===== src/rtl/logic_op_pkg.sv =====
// ============================================================================
// Module      : logic_op_pkg
// Description : Op codes and FSM state encoding shared by the logic-op arbiter.
// Revision    : 1.0 - initial release
// ============================================================================
`default_nettype none

package logic_op_pkg;

    localparam logic [1:0] OP_AND  = 2'b00;
    localparam logic [1:0] OP_OR   = 2'b01;
    localparam logic [1:0] OP_XOR  = 2'b10;
    localparam logic [1:0] OP_NAND = 2'b11;

    typedef logic [1:0] state_t;

    localparam state_t ST_IDLE = 2'd0;
    localparam state_t ST_EXEC = 2'd1;
    localparam state_t ST_HOLD = 2'd2;

endpackage

`default_nettype wire


===== src/rtl/logic_op_arbiter_rr_pick.sv =====
// ============================================================================
// Module      : rr_pick
// Description : Combinational round-robin picker; first request at or after
//               the pointer, wrapping modulo NUM_REQ.
// Revision    : 1.0 - initial release
// ============================================================================
`default_nettype none

module rr_pick #(
    parameter int NUM_REQ = 4,
    parameter int ID_W    = 2
) (
    input  logic [NUM_REQ-1:0] i_req,
    input  logic [ID_W-1:0]    i_ptr,
    output logic [NUM_REQ-1:0] o_gnt,
    output logic [ID_W-1:0]    o_idx,
    output logic               o_any_req
);

    logic w_found;

    always_comb begin
        o_gnt   = '0;
        o_idx   = '0;
        w_found = 1'b0;
        for (int k = 0; k < NUM_REQ; k++) begin
            logic [ID_W:0]   sum;
            logic [ID_W-1:0] pos;
            // One spare bit so ptr+k cannot overflow before the wrap
            sum = {1'b0, i_ptr} + (ID_W+1)'(k);
            if (sum >= (ID_W+1)'(NUM_REQ)) begin
                sum = sum - (ID_W+1)'(NUM_REQ);
            end
            pos = sum[ID_W-1:0];
            if (!w_found && i_req[pos]) begin
                o_gnt[pos] = 1'b1;
                o_idx      = pos;
                w_found    = 1'b1;
            end
        end
    end

    assign o_any_req = |i_req;

endmodule

`default_nettype wire


===== src/rtl/logic_op_arbiter.sv =====
// ============================================================================
// Module      : logic_op_arbiter
// Description : Round-robin shared bitwise logic unit with registered result
//               held under a valid/ready handshake.
// Revision    : 1.0 - initial release
// ============================================================================
`default_nettype none

module logic_op_arbiter
    import logic_op_pkg::*;
#(
    parameter int NUM_REQ = 4,
    parameter int WIDTH   = 8,
    parameter int ID_W    = (NUM_REQ > 1) ? $clog2(NUM_REQ) : 1
) (
    input  logic                     CLK,
    input  logic                     RST,
    input  logic [NUM_REQ-1:0]       REQ_VALID,
    input  logic [2*NUM_REQ-1:0]     REQ_OP,
    input  logic [WIDTH*NUM_REQ-1:0] REQ_A,
    input  logic [WIDTH*NUM_REQ-1:0] REQ_B,
    output logic [NUM_REQ-1:0]       GNT,
    output logic [WIDTH-1:0]         OUT,
    output logic [ID_W-1:0]          OUT_ID,
    output logic                     OUT_VALID,
    input  logic                     OUT_READY,
    output logic                     BUSY
);

    state_t r_state;
    state_t w_state_nxt;

    logic [ID_W-1:0]    r_ptr;
    logic [1:0]         r_op;
    logic [WIDTH-1:0]   r_a;
    logic [WIDTH-1:0]   r_b;
    logic [ID_W-1:0]    r_id;
    logic [WIDTH-1:0]   r_out;
    logic [ID_W-1:0]    r_out_id;
    logic               r_out_valid;

    logic [NUM_REQ-1:0] w_pick_gnt;
    logic [ID_W-1:0]    w_pick_idx;
    logic               w_pick_any;
    logic [ID_W-1:0]    w_ptr_nxt;
    logic [WIDTH-1:0]   w_result;
    wire  [WIDTH-1:0]   w_and;
    wire  [WIDTH-1:0]   w_or;

    logic [1:0]         w_op_arr [NUM_REQ];
    logic [WIDTH-1:0]   w_a_arr  [NUM_REQ];
    logic [WIDTH-1:0]   w_b_arr  [NUM_REQ];

    for (genvar gi = 0; gi < NUM_REQ; gi++) begin : g_slice
        assign w_op_arr[gi] = REQ_OP[2*gi +: 2];
        assign w_a_arr[gi]  = REQ_A[WIDTH*gi +: WIDTH];
        assign w_b_arr[gi]  = REQ_B[WIDTH*gi +: WIDTH];
    end

    rr_pick #(
        .NUM_REQ (NUM_REQ),
        .ID_W    (ID_W)
    ) u_rr_pick (
        .i_req     (REQ_VALID),
        .i_ptr     (r_ptr),
        .o_gnt     (w_pick_gnt),
        .o_idx     (w_pick_idx),
        .o_any_req (w_pick_any)
    );

    assign w_ptr_nxt = (w_pick_idx == ID_W'(NUM_REQ - 1)) ? '0 : w_pick_idx + 1'b1;

    // AND/OR paths as per-bit gate cells; XOR and NAND derive from plain logic
    for (genvar gb = 0; gb < WIDTH; gb++) begin : g_bit
        and u_and (w_and[gb], r_a[gb], r_b[gb]);
        or  u_or  (w_or[gb],  r_a[gb], r_b[gb]);
    end

    always_comb begin
        w_result = w_and;
        case (r_op)
            OP_AND:  w_result = w_and;
            OP_OR:   w_result = w_or;
            OP_XOR:  w_result = r_a ^ r_b;
            OP_NAND: w_result = ~w_and;
            default: w_result = w_and;
        endcase
    end

    always_ff @(posedge CLK) begin
        if (RST) begin
            r_state <= ST_IDLE;
        end else begin
            r_state <= w_state_nxt;
        end
    end

    always_comb begin
        w_state_nxt = r_state;
        case (r_state)
            ST_IDLE: if (w_pick_any) w_state_nxt = ST_EXEC;
            ST_EXEC: w_state_nxt = ST_HOLD;
            ST_HOLD: if (OUT_READY) w_state_nxt = ST_IDLE;
            default: w_state_nxt = ST_IDLE;
        endcase
    end

    always_comb begin
        GNT  = '0;
        BUSY = (r_state != ST_IDLE);
        if (r_state == ST_IDLE && !RST) begin
            GNT = w_pick_gnt;
        end
    end

    always_ff @(posedge CLK) begin
        if (RST) begin
            r_ptr       <= '0;
            r_op        <= '0;
            r_a         <= '0;
            r_b         <= '0;
            r_id        <= '0;
            r_out       <= '0;
            r_out_id    <= '0;
            r_out_valid <= 1'b0;
        end else begin
            case (r_state)
                ST_IDLE: begin
                    if (w_pick_any) begin
                        r_op  <= w_op_arr[w_pick_idx];
                        r_a   <= w_a_arr[w_pick_idx];
                        r_b   <= w_b_arr[w_pick_idx];
                        r_id  <= w_pick_idx;
                        r_ptr <= w_ptr_nxt;
                    end
                end
                ST_EXEC: begin
                    r_out       <= w_result;
                    r_out_id    <= r_id;
                    r_out_valid <= 1'b1;
                end
                ST_HOLD: begin
                    if (OUT_READY) r_out_valid <= 1'b0;
                end
                default: ;
            endcase
        end
    end

    assign OUT       = r_out;
    assign OUT_ID    = r_out_id;
    assign OUT_VALID = r_out_valid;

endmodule

`default_nettype wire

===== config.mk =====
export PLATFORM = sky130hd
export DESIGN_NAME = logic_op_arbiter
export DESIGN_NICKNAME = d
export VERILOG_FILES = /design/src/rtl/logic_op_pkg.sv /design/src/rtl/logic_op_arbiter_rr_pick.sv /design/src/rtl/logic_op_arbiter.sv
export SDC_FILE = /design/constraint.sdc
export NUM_CORES = 1
export LEC_CHECK = 0
export ABC_AREA = 1
export ABC_CLOCK_PERIOD_IN_PS = 2200
export BUFFER_PORTS_ARGS = -buffer_cell sky130_fd_sc_hd__buf_4
export CAP_MARGIN = 10
export CELL_PAD_IN_SITES_DETAIL_PLACEMENT = 1
export CELL_PAD_IN_SITES_GLOBAL_PLACEMENT = 1
export CORE_ASPECT_RATIO = 0.9
export CORE_MARGIN = 3
export CORE_UTILIZATION = 33
export DETAILED_ROUTE_END_ITERATION = 12
export PLACE_DENSITY = 0.77
export SYNTH_ARGS = -nofsm -noshare
export SYNTH_HDL_FRONTEND = slang
export SYNTH_SLANG_ARGS = --single-unit

===== constraint.sdc =====
create_clock -name CLK -period 2.2 [get_ports CLK]
set_input_delay 0.33 -clock CLK [delete_from_list [all_inputs] [get_ports CLK]]
set_output_delay 0.33 -clock CLK [all_outputs]
set_load 0.01 [all_outputs]

==> out/results.tsv <==
metric	value	unit
wl_per_cell	17.6	um
fmax	0.439	GHz
cts.clk_slew.worst_paths	0.07	ns
path_buf_inv	5	
crit_cells	17	
synthArstFlopShare	0	%
worstSetupEndpointType	flip-flop	
period_minus_slack	2.28	ns
ir_worst_vdd	0.000560	V
slowest_delay	0.37	ns
p_leak	2.61	nW
root_buffer	clkbuf_8	
grt.total_usage	19.4	%
r2r_cells	17	
min_period_over_period	104	%
worstHoldStart	OUT_READY	
nets	700	
die_w	110	um
relSlewSlack	60.9	%
yosysSeqAreaShare	21.9	%
yosysTopAreaCellShare	21.9	%
post-place-cells	692	
hold_ws	0.224	ns
crit_slowest_cell	dfxtp_2	
htreeDepth	2	
finalSetupTns	-0.676	ns
clock_sinks	35	
antenna_found_initial	0	
synth_area_leader_cell	dfxtp_1	
worst_pin_slew	0.584	ns
syn_area	0.00320	sq mm
initial_core_util	34.5	%
clock_skew	0.00467	ns
final_area	0.00478	sq mm
status	finished with violations	
synth_edf_count	0	
ant_nets	0	
cts_made_buffers	5	
crit_fanout	6	
cts_hold_buf	0	
vias_per_cell	5.19	
cp.required	2.39	ns
syn_area_per_cell	6.66	sq um
critPathLaunchType	flip-flop	
hold_end	OUT_VALID$_SDFFE_PP0P_	
syn-instance-count	481	
r2r_setup_slack	-0.08	ns
fin_cells	721	
grt_pass1_vias	3619	
grt_max_degree	38	
detail_route.first_pass.iterations	4	
drive_gt1_share	39.1	%
rsz0062_at_grt	true	
violations	setup timing	
post-route-drc-count	0	
gp_congestion	0.876	
r2r_end	r_b[0]$_SDFFE_PP0P_	
place_area	0.00408	sq mm
drtIter0Drc	193	
vias	3741	
synth_nets	583	
pin_count	95	
areaGrowthSynthToFinish	49.2	%
hold_class	in -> reg	
std_cell_rows	33	
post-place-ws	0.0332	ns
finalHoldViolations	0	
yosysWarnings	0	
worstReg2RegStart	r_ptr[0]$_SDFFE_PP0P_	
crit_arrival	2.47	ns
p_total	7.31	mW
ys_types	36	
path_cells	inv_4, ha_4, inv_2, nand3_2, nand2_4, buf_6, nor2_4, nand2_2, nand2_2, nand2_4, nand2_8, clkbuf_16, nand2_1, nand3_1, nand3_1, nand2_1, inv_1	
clk-insertion-delay-late	0.29	ns
cts_tree	built	
worstSetupPathType	reg -> reg	
port-buffer-count	94	
setup_ws	-0.0794	ns
overflow	0	
clock_path_buffers	2	
final_util	51.5	%
drv_cap	0	
grt_first_pass_wirelength	17300	um
chipHeight	99.5	um
power.density	1530	mW/mm^2
hpwl	8110	um
fillers	1164	
synthTopCellsByArea	dfxtp_1 (22%), nand2_1 (11%), inv_1 (11%)	
route.final.wire_length	12700	um
ys.flop_type	dfxtp_1	
setup_violations	16	
core_area	0.00929	sq mm
slew_viol_final	0	
crit_family	simple AND/OR/NAND/NOR gates	
n_antenna_cell	0	
ys_ff_latch	35	
holdPathStages	2	
dieArea	0.0109	sq mm
[synthesized netlist by cell type, types with 2 or more instances]
cell type / instances
inv_4: 2
nand3b_2: 14
nand2_4: 6
inv_1: 90
nand3_1: 65
nand2_2: 6
o221ai_1: 2
ha_1: 23
clkbuf_1: 8
a211oi_1: 6
o211ai_1: 2
dfxtp_1: 35
a21oi_1: 35
nor2_1: 30
a22oi_1: 4
buf_2: 4
nand3b_1: 18
o21ai_0: 10
nand3_2: 4
nand2_1: 95
buf_6: 7
[where the power goes]
| part | switching, mW | internal (mW) |
|---|---|---|
| Clock | 0.240 | 0.286 |
| Combinational | 3.31 | 2.49 |
| Sequential | 0.142 | 0.845 |
| Total | 3.69 | 3.62 |
[cells in the final DEF, fill, tap and decap left out, types with 2 or more instances in the layout]
cell type | netlist | layout
a211oi_1 | 6 | 6
a21oi_1 | 35 | 34
a22oi_1 | 4 | 3
buf_12 | 1 | 5
buf_4 | 1 | 106
buf_6 | 7 | 13
clkbuf_16 | 0 | 6
clkbuf_8 | 0 | 7
dfxtp_1 | 35 | 33
dfxtp_2 | 0 | 2
ha_1 | 23 | 22
inv_1 | 90 | 87
inv_2 | 1 | 2
inv_4 | 2 | 3
nand2_1 | 95 | 73
nand2_2 | 6 | 24
nand2_4 | 6 | 9
nand2_8 | 1 | 3
nand3_1 | 65 | 39
nand3_2 | 4 | 28
nand3_4 | 0 | 2
nand3b_1 | 18 | 18
nand3b_2 | 14 | 14
nor2_1 | 30 | 29
nor2_4 | 1 | 2
o211ai_1 | 2 | 2
o21ai_0 | 10 | 9
o21ai_1 | 1 | 2
o221ai_1 | 2 | 2
[final cells by class]
type	count	area [sq um]	share of cell area (%)
Inverter	93	362	7.56
Timing Repair Buffer	131	1210	25.3
Clock buffer	8	100	2.09
Multi-Input combinational cell	332	2260	47.2
Sequential cell	35	703	14.7
Tap cell	122	153	3.19
[flip-flops by register name, summed over array words and instances (netlist names)]
| name | flops |
|---|---|
| OUT | 8 |
| r_a | 8 |
| r_b | 8 |
| OUT_ID | 2 |
| r_id | 2 |
| r_op | 2 |
| r_ptr | 2 |
| r_state | 2 |
| OUT_VALID | 1 |
[worst max-delay path by stage]
| stage | from | end | slack (ns) |
|---|---|---|---|
| final | r_ptr[0]$_SDFFE_PP0P_ | r_b[0]$_SDFFE_PP0P_ | -0.08 |
| after global placement | r_ptr[0]$_SDFFE_PP0P_ | r_a[4]$_SDFFE_PP0P_ | 0.11 |
| after CTS | r_ptr[0]$_SDFFE_PP0P_ | GNT[2] | -0.04 |
| after global routing | r_ptr[0]$_SDFFE_PP0P_ | r_b[0]$_SDFFE_PP0P_ | -0.19 |
| after floorplan | r_ptr[0]$_SDFFE_PP0P_ | r_a[0]$_SDFFE_PP0P_ | 0.04 |
| after detailed placement | r_ptr[1]$_SDFFE_PP0P_ | r_a[4]$_SDFFE_PP0P_ | 0.03 |
[per-layer routing]
metal	wire length (um)	vias to the layer above	share of wire [%]	global-route usage [%]
li1	-	1778	-	-
met1	5700	1804	45	28.3
met2	6100	134	48	29.4
met3	659	25	5.2	3.18
met4	253	0	2.0	4.89
met5	0	-	0	0
[logic make-up after synthesis]
family	share of synthesized area (%)
buf+inv	16.4
simple gates	41.5
flops	21.9
fa+ha+maj	8.98
compound gates	11.2
[repair_timing]
item | 4_1_cts | 5_1_grt
setup buffers | 4 | 10
pin swaps | 4 | 25
setup endpoints to repair | 4 | 23
gates resized for setup | 9 | 76
cloned | 0 | 8
Note: power is estimated with default switching activity, not from simulation.
